$ cat config.mk
export PLATFORM = sky130hd
export DESIGN_NAME = pixie_fb_scanout_flat
export DESIGN_NICKNAME = d
export VERILOG_FILES = /design/src/rtl/pixie_fb_scanout_if.sv /design/src/rtl/pixie_fb_scanout.sv /design/src/flat_wrapper.sv
export SDC_FILE = /design/constraint.sdc
export NUM_CORES = 1
export LEC_CHECK = 0
export BUFFER_PORTS_ARGS = -buffer_cell sky130_fd_sc_hd__buf_2
export CAP_MARGIN = 20
export CORE_MARGIN = 5
export CORE_UTILIZATION = 50
export DETAILED_ROUTE_END_ITERATION = 8
export PLACE_DENSITY = 0.66
export SYNTH_ARGS = -nofsm -noshare
export SYNTH_HDL_FRONTEND = slang
export SYNTH_SLANG_ARGS = --single-unit
$ cat constraint.sdc
create_clock -name clk -period 7.1 [get_ports clk]
set_input_delay 1.42 -clock clk [delete_from_list [all_inputs] [get_ports clk]]
set_output_delay 1.42 -clock clk [all_outputs]
set_load 0.05 [all_outputs]
$ cat src/rtl/pixie_fb_scanout_if.sv
// Frame buffer read port between the Pixie scan controller and the dual-port frame buffer.
// The master side issues the enable and address; read data returns one clock after the enable.
interface pixie_fb_scanout_if;
    logic       fb_en;
    logic [9:0] fb_addr;
    logic [7:0] fb_data;

    modport master (output fb_en, output fb_addr, input fb_data);
    modport slave  (input fb_en, input fb_addr, output fb_data);
endinterface

$ cat src/rtl/pixie_fb_scanout.sv
// Pixie scan controller: CDP1861-style raster timing, frame buffer byte fetch and
// MSB-first pixel serialisation with vertical line repetition.
module pixie_fb_scanout #(
    parameter int H_TOTAL        = 112,
    parameter int H_START        = 24,
    parameter int BYTES_PER_LINE = 8,
    parameter int HS_START       = 100,
    parameter int HS_LEN         = 12,
    parameter int V_TOTAL        = 262,
    parameter int V_START        = 80,
    parameter int SRC_LINES      = 32,
    parameter int LINE_REP       = 4,
    parameter int VS_LEN         = 16
) (
    input  logic               clk,
    input  logic               reset,
    input  logic               ce_pix,
    input  logic               disp_on,
    input  logic [9:0]         base_addr,
    pixie_fb_scanout_if.master fb,
    output logic               pixel,
    output logic               hsync,
    output logic               vsync,
    output logic               hblank,
    output logic               vblank,
    output logic               line_start
);

    localparam int HW        = $clog2(H_TOTAL);
    localparam int VW        = $clog2(V_TOTAL);
    localparam int RW        = (LINE_REP > 1) ? $clog2(LINE_REP) : 1;
    localparam int H_ACT_END = H_START + 8 * BYTES_PER_LINE;
    localparam int V_ACT_END = V_START + SRC_LINES * LINE_REP;

    localparam logic [HW-1:0] H_LAST   = HW'(H_TOTAL - 1);
    localparam logic [VW-1:0] V_LAST   = VW'(V_TOTAL - 1);
    localparam logic [VW-1:0] V_FIRST  = VW'(V_START);
    localparam logic [RW-1:0] REP_LAST = RW'(LINE_REP - 1);

    typedef enum logic [1:0] {
        IDLE_S = 2'd0,
        REQ_S  = 2'd1,
        WAIT_S = 2'd2,
        LOAD_S = 2'd3
    } fetch_state_e;

    function automatic logic in_win(input int x, input int lo, input int hi);
        return (x >= lo) && (x < hi);
    endfunction

    logic [HW-1:0] h_r, h_next_s;
    logic [VW-1:0] v_r, v_next_s;
    logic          h_wrap_s;
    logic          h_act_next_s, v_act_next_s, v_act_cur_s;
    logic          slot_begin_s, fetch_slot_s, fetch_go_s;
    logic [9:0]    byte_idx_s;

    fetch_state_e  state_r, state_next_s;
    logic [9:0]    frame_base_r, line_addr_r;
    logic [RW-1:0] rep_r;
    logic          disp_line_r;
    logic [7:0]    hold_r, shift_r;

    logic          fb_en_r;
    logic [9:0]    fb_addr_r;
    logic          pixel_r, hsync_r, vsync_r, hblank_r, vblank_r, line_start_r;

    // counter successors and window decode, all evaluated for the position after the next tick
    always_comb begin
        h_wrap_s = (h_r == H_LAST);
        if (h_wrap_s) begin
            h_next_s = '0;
        end else begin
            h_next_s = h_r + HW'(1);
        end
        if (!h_wrap_s) begin
            v_next_s = v_r;
        end else if (v_r == V_LAST) begin
            v_next_s = '0;
        end else begin
            v_next_s = v_r + VW'(1);
        end
        h_act_next_s = in_win(int'(h_next_s), H_START, H_ACT_END);
        v_act_next_s = in_win(int'(v_next_s), V_START, V_ACT_END);
        v_act_cur_s  = in_win(int'(v_r), V_START, V_ACT_END);
        slot_begin_s = h_act_next_s && (((int'(h_next_s) - H_START) % 8) == 0);
        // a fetch is launched one tick ahead of each byte slot: h = H_START-1, H_START+7, ...
        fetch_slot_s = in_win(int'(h_next_s) - (H_START - 1), 0, 8 * BYTES_PER_LINE - 7)
                       && (((int'(h_next_s) - (H_START - 1)) % 8) == 0);
        byte_idx_s   = 10'((int'(h_next_s) - (H_START - 1)) / 8);
        fetch_go_s   = ce_pix && (state_r == IDLE_S) && fetch_slot_s && v_act_cur_s && disp_line_r;
    end

    // fetch sequencer next state
    always_comb begin
        state_next_s = state_r;
        case (state_r)
            IDLE_S: begin
                if (fetch_go_s) begin
                    state_next_s = REQ_S;
                end else begin
                    state_next_s = IDLE_S;
                end
            end
            REQ_S:   state_next_s = WAIT_S;
            WAIT_S:  state_next_s = LOAD_S;
            LOAD_S:  state_next_s = IDLE_S;
            default: state_next_s = IDLE_S;
        endcase
    end

    // raster counters, per-line display enable and source line address (rep counter, no divider)
    always_ff @(posedge clk) begin
        if (reset) begin
            h_r          <= '0;
            v_r          <= '0;
            frame_base_r <= 10'd0;
            line_addr_r  <= 10'd0;
            rep_r        <= '0;
            disp_line_r  <= 1'b0;
        end else if (ce_pix) begin
            h_r <= h_next_s;
            v_r <= v_next_s;
            if (h_wrap_s) begin
                disp_line_r <= disp_on;
                if (v_next_s == '0) begin
                    frame_base_r <= base_addr;
                end
                if (v_next_s == V_FIRST) begin
                    line_addr_r <= frame_base_r;
                    rep_r       <= '0;
                end else if (v_act_next_s) begin
                    if (rep_r == REP_LAST) begin
                        rep_r       <= '0;
                        line_addr_r <= line_addr_r + 10'(BYTES_PER_LINE);
                    end else begin
                        rep_r <= rep_r + RW'(1);
                    end
                end
            end
        end
    end

    // REQ drives the read port for one clock; data valid during WAIT is held from LOAD on
    always_ff @(posedge clk) begin
        if (reset) begin
            state_r   <= IDLE_S;
            fb_en_r   <= 1'b0;
            fb_addr_r <= 10'd0;
            hold_r    <= 8'd0;
        end else begin
            state_r <= state_next_s;
            fb_en_r <= fetch_go_s;
            if (fetch_go_s) begin
                fb_addr_r <= line_addr_r + byte_idx_s;
            end
            if (state_r == WAIT_S) begin
                hold_r <= fb.fb_data;
            end
        end
    end

    // pixel shifter and registered sync/blank outputs
    always_ff @(posedge clk) begin
        if (reset) begin
            shift_r      <= 8'd0;
            pixel_r      <= 1'b0;
            hsync_r      <= 1'b0;
            vsync_r      <= 1'b0;
            hblank_r     <= 1'b1;
            vblank_r     <= 1'b1;
            line_start_r <= 1'b0;
        end else begin
            line_start_r <= ce_pix && h_wrap_s && v_act_next_s;
            if (ce_pix) begin
                hsync_r  <= in_win(int'(h_next_s), HS_START, HS_START + HS_LEN);
                vsync_r  <= in_win(int'(v_next_s), 0, VS_LEN);
                hblank_r <= !h_act_next_s;
                vblank_r <= !v_act_next_s;
                if (h_act_next_s && v_act_next_s && disp_line_r) begin
                    if (slot_begin_s) begin
                        pixel_r <= hold_r[7];
                        shift_r <= {hold_r[6:0], 1'b0};
                    end else begin
                        pixel_r <= shift_r[7];
                        shift_r <= {shift_r[6:0], 1'b0};
                    end
                end else begin
                    pixel_r <= 1'b0;
                end
            end
        end
    end

    assign fb.fb_en    = fb_en_r;
    assign fb.fb_addr  = fb_addr_r;
    assign pixel       = pixel_r;
    assign hsync       = hsync_r;
    assign vsync       = vsync_r;
    assign hblank      = hblank_r;
    assign vblank      = vblank_r;
    assign line_start  = line_start_r;

endmodule

$ cat src/flat_wrapper.sv
// flat-port wrapper written by rule: the top's interface ports become plain ports
module pixie_fb_scanout_flat 
#(
    parameter int H_TOTAL        = 112,
    parameter int H_START        = 24,
    parameter int BYTES_PER_LINE = 8,
    parameter int HS_START       = 100,
    parameter int HS_LEN         = 12,
    parameter int V_TOTAL        = 262,
    parameter int V_START        = 80,
    parameter int SRC_LINES      = 32,
    parameter int LINE_REP       = 4,
    parameter int VS_LEN         = 16
)
  (clk, reset, ce_pix, disp_on, base_addr, pixel, hsync, vsync, hblank, vblank, line_start, fb_fb_en, fb_fb_addr, fb_fb_data);
  pixie_fb_scanout_if fb_i ();
  input  logic clk;
  input  logic reset;
  input  logic ce_pix;
  input  logic disp_on;
  input  logic [9:0] base_addr;
  output logic pixel;
  output logic hsync;
  output logic vsync;
  output logic hblank;
  output logic vblank;
  output logic line_start;
  output wire logic [$bits(fb_i.fb_en)-1:0] fb_fb_en;
  output wire logic [$bits(fb_i.fb_addr)-1:0] fb_fb_addr;
  input wire logic [$bits(fb_i.fb_data)-1:0] fb_fb_data;
  assign fb_fb_en = fb_i.fb_en;
  assign fb_fb_addr = fb_i.fb_addr;
  assign fb_i.fb_data = fb_fb_data;
  pixie_fb_scanout #(.H_TOTAL(H_TOTAL), .H_START(H_START), .BYTES_PER_LINE(BYTES_PER_LINE), .HS_START(HS_START), .HS_LEN(HS_LEN), .V_TOTAL(V_TOTAL), .V_START(V_START), .SRC_LINES(SRC_LINES), .LINE_REP(LINE_REP), .VS_LEN(VS_LEN)) u_core (.clk(clk), .reset(reset), .ce_pix(ce_pix), .disp_on(disp_on), .base_addr(base_addr), .fb(fb_i), .pixel(pixel), .hsync(hsync), .vsync(vsync), .hblank(hblank), .vblank(vblank), .line_start(line_start));
endmodule
==> flow_summary.ini, run 1 <==
[synth]
synth_fa_ha_area_share_pct = 6.73
synth_compound_area_share_pct = 12.7
ys.flop_type = dfxtp_1
yosys.area.top_type = dfxtp_1
synth_simple_gate_area_share_pct = 22.9
synth_area_per_cell_sq_um = 8.81
synth-edff-count = 0
ys.warnings.count = 0
synth_area_leaders = dfxtp_1, mux2i_1, ha_1, nor2_1, a21oi_1
synth-seq-cells = 73
yosysTopAreaCellShare_pct = 35.4
syn_nets = 511
netlist_instances = 468
synthesis.area_sq_um = 4130
yosysSeqAreaShare_pct = 35.4
synthMuxAreaShare_pct = 11.0
synthArstFlopShare_pct = 0
synth_top_family_by_area = simple AND/OR/NAND/NOR gates
synth_xor_area_share_pct = 5.73
ys_types = 60

[cells_and_area]
nets = 534
final_cells = 601
diodes = 0
fillers = 761
post-route-util_pct = 55.8
area_delta_synth_final_pct = 10.1
drive_above_1_share_pct = 16.3

[floorplanning]
die_area_sq_um = 10200
boundaryPins = 39
die_y_microns = 101
chipWidth_microns = 101
design.core.area_sq_um = 8130
start_util_pct = 50.7
row_count = 33

[cts]
cts_tree = built
cts_made_buffers = 9
cts_setup_buffers = 0
cts_resized = 0
clk_path_buf_depth = 2
clock_latency_ns = 0.35
clkSinkCount = 73
holdBufCountCts = 0
cts-root-buf = clkbuf_8
htree_levels = 3
path_clk_slew_ns = 0.08

[status]
status = completed

[global_routing]
grt_pass1_wl_microns = 14300
grt_pass1_vias = 3092
antenna_found_initial = 0
grt_usage_pct = 17.7
grt_start_max_net_pins = 64
grt-ovfl-total = 0

[critical_path]
path_max_fanout = 11
worst-path-buf-inv = 1
end_kind = flop
slowest_stage = or3b_2
cp-start-kind = flop
worstPathCellList = ha_1, nand4_2, nor2_2, a21oi_1, or3b_2, nor2_2, fa_1, inv_1, fa_1, nor2b_1, o21ai_0, a21boi_0, o21ai_0, nor2b_1, xnor2_1, mux2i_1, nor2_1
max_stage_delay_ns = 0.53
critical_path_class = reg -> reg
cp_top_family = simple AND/OR/NAND/NOR gates
cp.arrival_ns = 4.53
worst_ep_required_time_ns = 7.31

[timing]
setup_violations = 0
fin_crit_sh_pct = 60.9
finalHoldViolCount = 0
tightestPinTransition_ns = 0.983
drv_slew = 0
hold_slack_ns = 0.465
fin_crit_ns = 4.33
tns_ns = 0
rsz0062_at_grt = false
slew_headroom_pct = 34.1
finClkSkew_ns = 0.00942
fmax_mhz = 231

[placement]
io_buffers = 38
place_inst = 585
routabilityCongestion = 0.821
hpwl_microns = 6100

[power]
total_power_uw = 833
p_switching_uw = 193
p_per_area_nw_per_um2 = 183
netSwitchingFraction_pct = 23.2
pwr-share-comb_pct = 5.6
peakVddDrop_uv = 104
p_int_uw = 640
power.share.clock_pct = 44.6
seqPwrFrac_pct = 49.8
p_leak_uw = 0.00178

[run]
max-cap-violations = 0

[detailed_routing]
drc = 0
ant_nets = 0
dr.pass1.iters = 4
vias_per_cell = 5.47
routed_wl_microns = 8670
wl_per_cell_microns = 14.4
drtIter0Drc = 94
num_vias = 3285

[hold_path]
hold_class = reg -> reg
-- synthesized netlist by cell type (8+ instances only) --
library cell	number
dfxtp_1	73
nor2_1	60
mux2i_1	42
a21oi_1	38
nand2_1	23
inv_1	20
ha_1	19
o21ai_0	19
xnor2_1	18
clkbuf_1	15
nor3_1	12
nand4_1	11
nand3_1	9
xor2_1	9
nand2b_1	8
nor2b_1	8
-- power by group through the flow --
stage	registers (uW)	logic, uW	clock network [uW]
floorplan	426	32.0	0
global placement	424	46.3	0
detailed placement	424	47.5	0
CTS	414	47.7	379
global route	415	52.8	404
finish	414	47.0	371
-- tightest hold or removal path, stage by stage (launching register included) --
cell and delay (ns):
dfxtp_1 0.32, nand2_1 0.05, a21oi_1 0.05
-- sequential cells by signal, indices dropped and copies added, names as in the netlist --
name                 flops
u_core.line_addr_r      10
u_core.fb.fb_addr       10
u_core.h_r               7
u_core.hblank            1
u_core.line_start        1
u_core.state_r           2
u_core.shift_r           7
u_core.hold_r            8
u_core.v_r               9
u_core.hsync             1
u_core.frame_base_r     10
u_core.pixel             1
u_core.fb.fb_en          1
u_core.disp_line_r       1
u_core.rep_r             2
u_core.vsync             1
u_core.vblank            1
-- cell usage in the layout, fill, tap and decap left out, drive strengths merged, types with 3 or more instances in the layout --
master and count:
mux2i 42, inv 23, nand2 23, nor4bb 3, xor2 9, nor3b 4, mux2 3, dfxtp 73
ha 19, nand2b 8, xnor2 18, buf 39, or3b 3, a21oi 39, nor2 63, o21ai 20
nor4 8, nor2b 8, clkbuf 11, a21o 3, nand4 12, nor3 14, o32ai 5, or3 4
a211oi 5, nand3 10
-- final cells by class --
class	count	area [sq um]	area share, %
inverter	21	78.8	1.74
multi-input combinational	347	2440	53.8
clock inverter	5	86.3	1.90
sequential	73	1460	32.2
timing repair buffer	39	198	4.35
tap	105	131	2.89
clock buffer	11	141	3.11
-- metal layers --
layer / vias to the layer above / global-route usage [%] / share of wire (%)
met5: - / 0 / 0
met4: 0 / 7.88 / 2.3
met3: 16 / 3.46 / 4.3
met2: 57 / 27.8 / 46
met1: 1519 / 23.5 / 48
li1: 1693 / - / -
-- worst paths after layout --
| check | start | endpoint | slack [ns] | depth (start not counted) |
|---|---|---|---|---|
| max reg2reg | u_core.h_r[1] | u_core.fb.fb_addr[6] | 2.77 | 17 |
| min reg2reg | u_core.rep_r[1] | u_core.rep_r[1] | 0.47 | 2 |
| max | u_core.h_r[1] | u_core.fb.fb_addr[6] | 2.77 | 17 |
| min | u_core.rep_r[1] | u_core.rep_r[1] | 0.47 | 2 |
-- cell families (layout without fill, tap and decap cells) --
group / Yosys count / in the layout
flops: 73 / 73
buf+inv: 48 / 76
mux: 45 / 45
simple gates: 169 / 169
fa+ha+maj: 21 / 21
compound gates: 85 / 85
xor+xnor: 27 / 27
-- per-stage QoR --
step / worst slack, ns / area [sq um]
after floorplan: 3.38 / 4130
after global placement: 2.98 / 4310
after detailed placement: 2.78 / 4310
after CTS: 2.76 / 4540
after global routing: 2.42 / 4540
final: 2.77 / 4540
Note: power is estimated with default switching activity, not from simulation.
==> run 2, diff against run 1 <==
Settings changed: ABC_AREA from default to 1.
Clock period 7.1 ns to 4.2 ns, I/O delays scaled along.
==> run 2 against run 1 <==
Global-route usage grew 2.3 points. Clock skew grew 0.0061 ns. Clock power grew 58%. Cell area grew 2.1%. Combinational power grew to 4.2 times the previous value. Die area grew 1.4%. Critical path depth grew 2. Setup slack lost 2.4 ns. First-iteration DRC count grew 79%. Sequential share of layout area shrank 0.65 points. Final cell count grew 26%. Worst hold slack lost 0.0087 ns. Critical path type unchanged. Largest power group unchanged.
==> flow_summary.ini, run 2 <==
[status]
status = completed

[hold_path]
hold_class = reg -> reg
min_delay_path_depth = 2
min-delay-start = u_core.frame_base_r[3]
min_to = u_core.frame_base_r[3]

[detailed_routing]
drc = 0
dr.pass1.iters = 5
drtIter0Drc = 168
wl_per_cell_microns = 12.5
vias_per_cell = 5.04
routed_wl_microns = 9490
num_vias = 3829
ant_nets = 0

[synth]
synthesis.area_sq_um = 4190
yosys.area.top_type = dfxtp_1
netlist_instances = 618
synth-edff-count = 0
synth_commonest_cells = nand2_1, nor2_1, dfxtp_1
synth_area_per_cell_sq_um = 6.78
ys.warnings.count = 0
synth-seq-cells = 73
yosysTopAreaCellShare_pct = 34.9
syn_nets = 661
yosysSeqAreaShare_pct = 34.9
ys_types = 34
synthArstFlopShare_pct = 0
synthMostInstantiatedCell = nand2_1
ys.flop_type = dfxtp_1
synth_area_leaders = dfxtp_1, nand2_1, nor2_1, inv_1, o21ai_0

[critical_path]
critical_path_class = reg -> reg
max_stage_delay_ns = 0.42
crit_cells = 19
reg2reg_slack_ns = 0.40
cp.arrival_ns = 4.06
worst-path-buf-inv = 2
r2r.worst_path.cells = 19
cp_top_family = simple AND/OR/NAND/NOR gates
cp-start-kind = flop
end_kind = flop
worstPathCellList = ha_1, nand3_2, nor2_8, nor2_1, a21oi_1, nor2_1, nor2_2, nand2_1, inv_1, fa_1, inv_1, fa_1, o21ai_1, a21oi_1, nor2_1, nor2_1, xnor2_1, o21ai_0, nor2_1
slowest_stage = dfxtp_1
r2r_start = u_core.h_r[0]
r2r_end = u_core.fb.fb_addr[6]
worst_ep_required_time_ns = 4.45
path_max_fanout = 18
crit_path_frequent_cell = nor2_1

[cts]
path_clk_slew_ns = 0.09
clock_latency_ns = 0.36
clkSinkCount = 73
cts_setup_buffers = 0
htree_levels = 3
cts_tree = built
cts-root-buf = clkbuf_8
cts_made_buffers = 9
clk_path_buf_depth = 2

[power]
peakVddDrop_uv = 233
p_leak_uw = 0.00223
p_per_area_nw_per_um2 = 327

[timing]
fmax_mhz = 263
setup_violations = 0
hold_slack_ns = 0.457
tightestPinTransition_ns = 0.661
rsz0062_at_grt = false
fin_crit_sh_pct = 90.6
fin_crit_ns = 3.80
drv_slew = 0
finClkSkew_ns = 0.0155
slew_headroom_pct = 55.9
finalHoldViolCount = 0
tns_ns = 0

[floorplanning]
row_count = 33
die_area_sq_um = 10300
chipWidth_microns = 102
design.core.area_sq_um = 8180
boundaryPins = 39
die_y_microns = 102
start_util_pct = 51.2

[cells_and_area]
final_cell_mix = nand2_1, nor2_1, dfxtp_1, inv_1, o21ai_0
final_common_cell = nand2_1
final_cells = 760
nets = 693
diodes = 0
area_delta_synth_final_pct = 10.7
drive_above_1_share_pct = 14.0

[placement]
hpwl_microns = 6980
io_buffers = 38
place_inst = 744
routabilityCongestion = 0.860

[global_routing]
antenna_found_initial = 0
grt-ovfl-total = 0
grt_start_max_net_pins = 35
grt_pass1_vias = 3674
grt_usage_pct = 20.0
grt_pass1_wl_microns = 16500

[run]
max-cap-violations = 0
==> run 2: changes by cell type after synthesis, moves of 10 or more <==
| cell | previous run | this run |
|---|---|---|
| nand2_2 | 0 | 10 |
| nand3_1 | 9 | 25 |
| inv_1 | 20 | 71 |
| mux2i_1 | 42 | 0 |
| nand2_1 | 23 | 135 |
| nor2_1 | 60 | 95 |
| xnor2_1 | 18 | 2 |
| o21ai_0 | 19 | 52 |
==> run 2: what timing repair did <==
item,4_1_cts,5_1_grt
endpoints found under the setup margin,0,2
gates resized for setup,0,1
hold buffers,0,0
==> run 2: per-stage QoR <==
stage / utilization [%] / power (uW) / area (sq um) / setup slack, ns
finish: 56.7 / 1520 / 4630 / 0.397
global route: 56.7 / 1590 / 4630 / 0.0245
CTS: 56.7 / 1530 / 4630 / 0.269
detailed placement: 54.1 / 944 / 4420 / 0.294
global placement: 54.1 / 940 / 4420 / 0.496
floorplan: - / 894 / 4190 / 0.874
==> run 2: worst max path at each step <==
stage,start,endpoint,slack [ns]
6_report,u_core.h_r[0],u_core.fb.fb_addr[6],0.40
5_1_grt,u_core.h_r[0],u_core.fb.fb_addr[6],0.02
4_1_cts,u_core.h_r[0],u_core.fb.fb_addr[6],0.27
3_5_place_dp,u_core.h_r[0],u_core.fb.fb_addr[6],0.29
3_3_place_gp,u_core.h_r[0],u_core.fb.fb_addr[6],0.50
2_1_floorplan,u_core.h_r[0],u_core.fb.fb_addr[6],0.87
==> run 2: metal layers <==
metal  global-route usage [%]  routed length, microns  vias up
li1                         -                       -     2049
met1                     26.8                    4740     1698
met2                     32.6                    4240       69
met3                     3.44                     383       13
met4                     6.85                     122        0
met5                        0                       0        -
==> run 2: logic make-up (layout without fill, tap and decap cells) <==
logic type,after synthesis,count (layout),synth area share [%]
adders and majority gates,21,21,6.63
xor gates and xnor gates,13,13,2.72
and+or+nand+nor,301,301,32.1
buffers and inverters,96,133,9.38
AOI/OAI and AO/OA,114,114,14.3
DFF,73,73,34.9
==> run 2: area by class of cell <==
type	count	area, sq um
clock inverter	6	72.6
timing repair buffer	40	205
tap	105	131
fill	814	3540
inverter	77	293
clock buffer	10	138
sequential	73	1460
multi-input combinational	449	2330
==> run 2: worst register-to-register path, stage by stage (launching register included) <==
cell and delay, ns:
dfxtp_1 0.42, ha_1 0.24, nand3_2 0.18, nor2_8 0.30, nor2_1 0.12, a21oi_1 0.22, nor2_1 0.11, nor2_2 0.30
nand2_1 0.17, inv_1 0.11, fa_1 0.22, inv_1 0.08, fa_1 0.42, o21ai_1 0.25, a21oi_1 0.10, nor2_1 0.09
nor2_1 0.06, xnor2_1 0.11, o21ai_0 0.15, nor2_1 0.05
==> run 2: power by group <==
| part | switching [uW] | internal, uW | total [uW] | leakage (uW) |
|---|---|---|---|---|
| logic | 131 | 65.5 | 196 | 0.00154 |
| registers | 18.0 | 714 | 732 | 0.000592 |
| clock network | 291 | 297 | 588 | 0.000103 |
| total | 440 | 1080 | 1520 | 0.00223 |
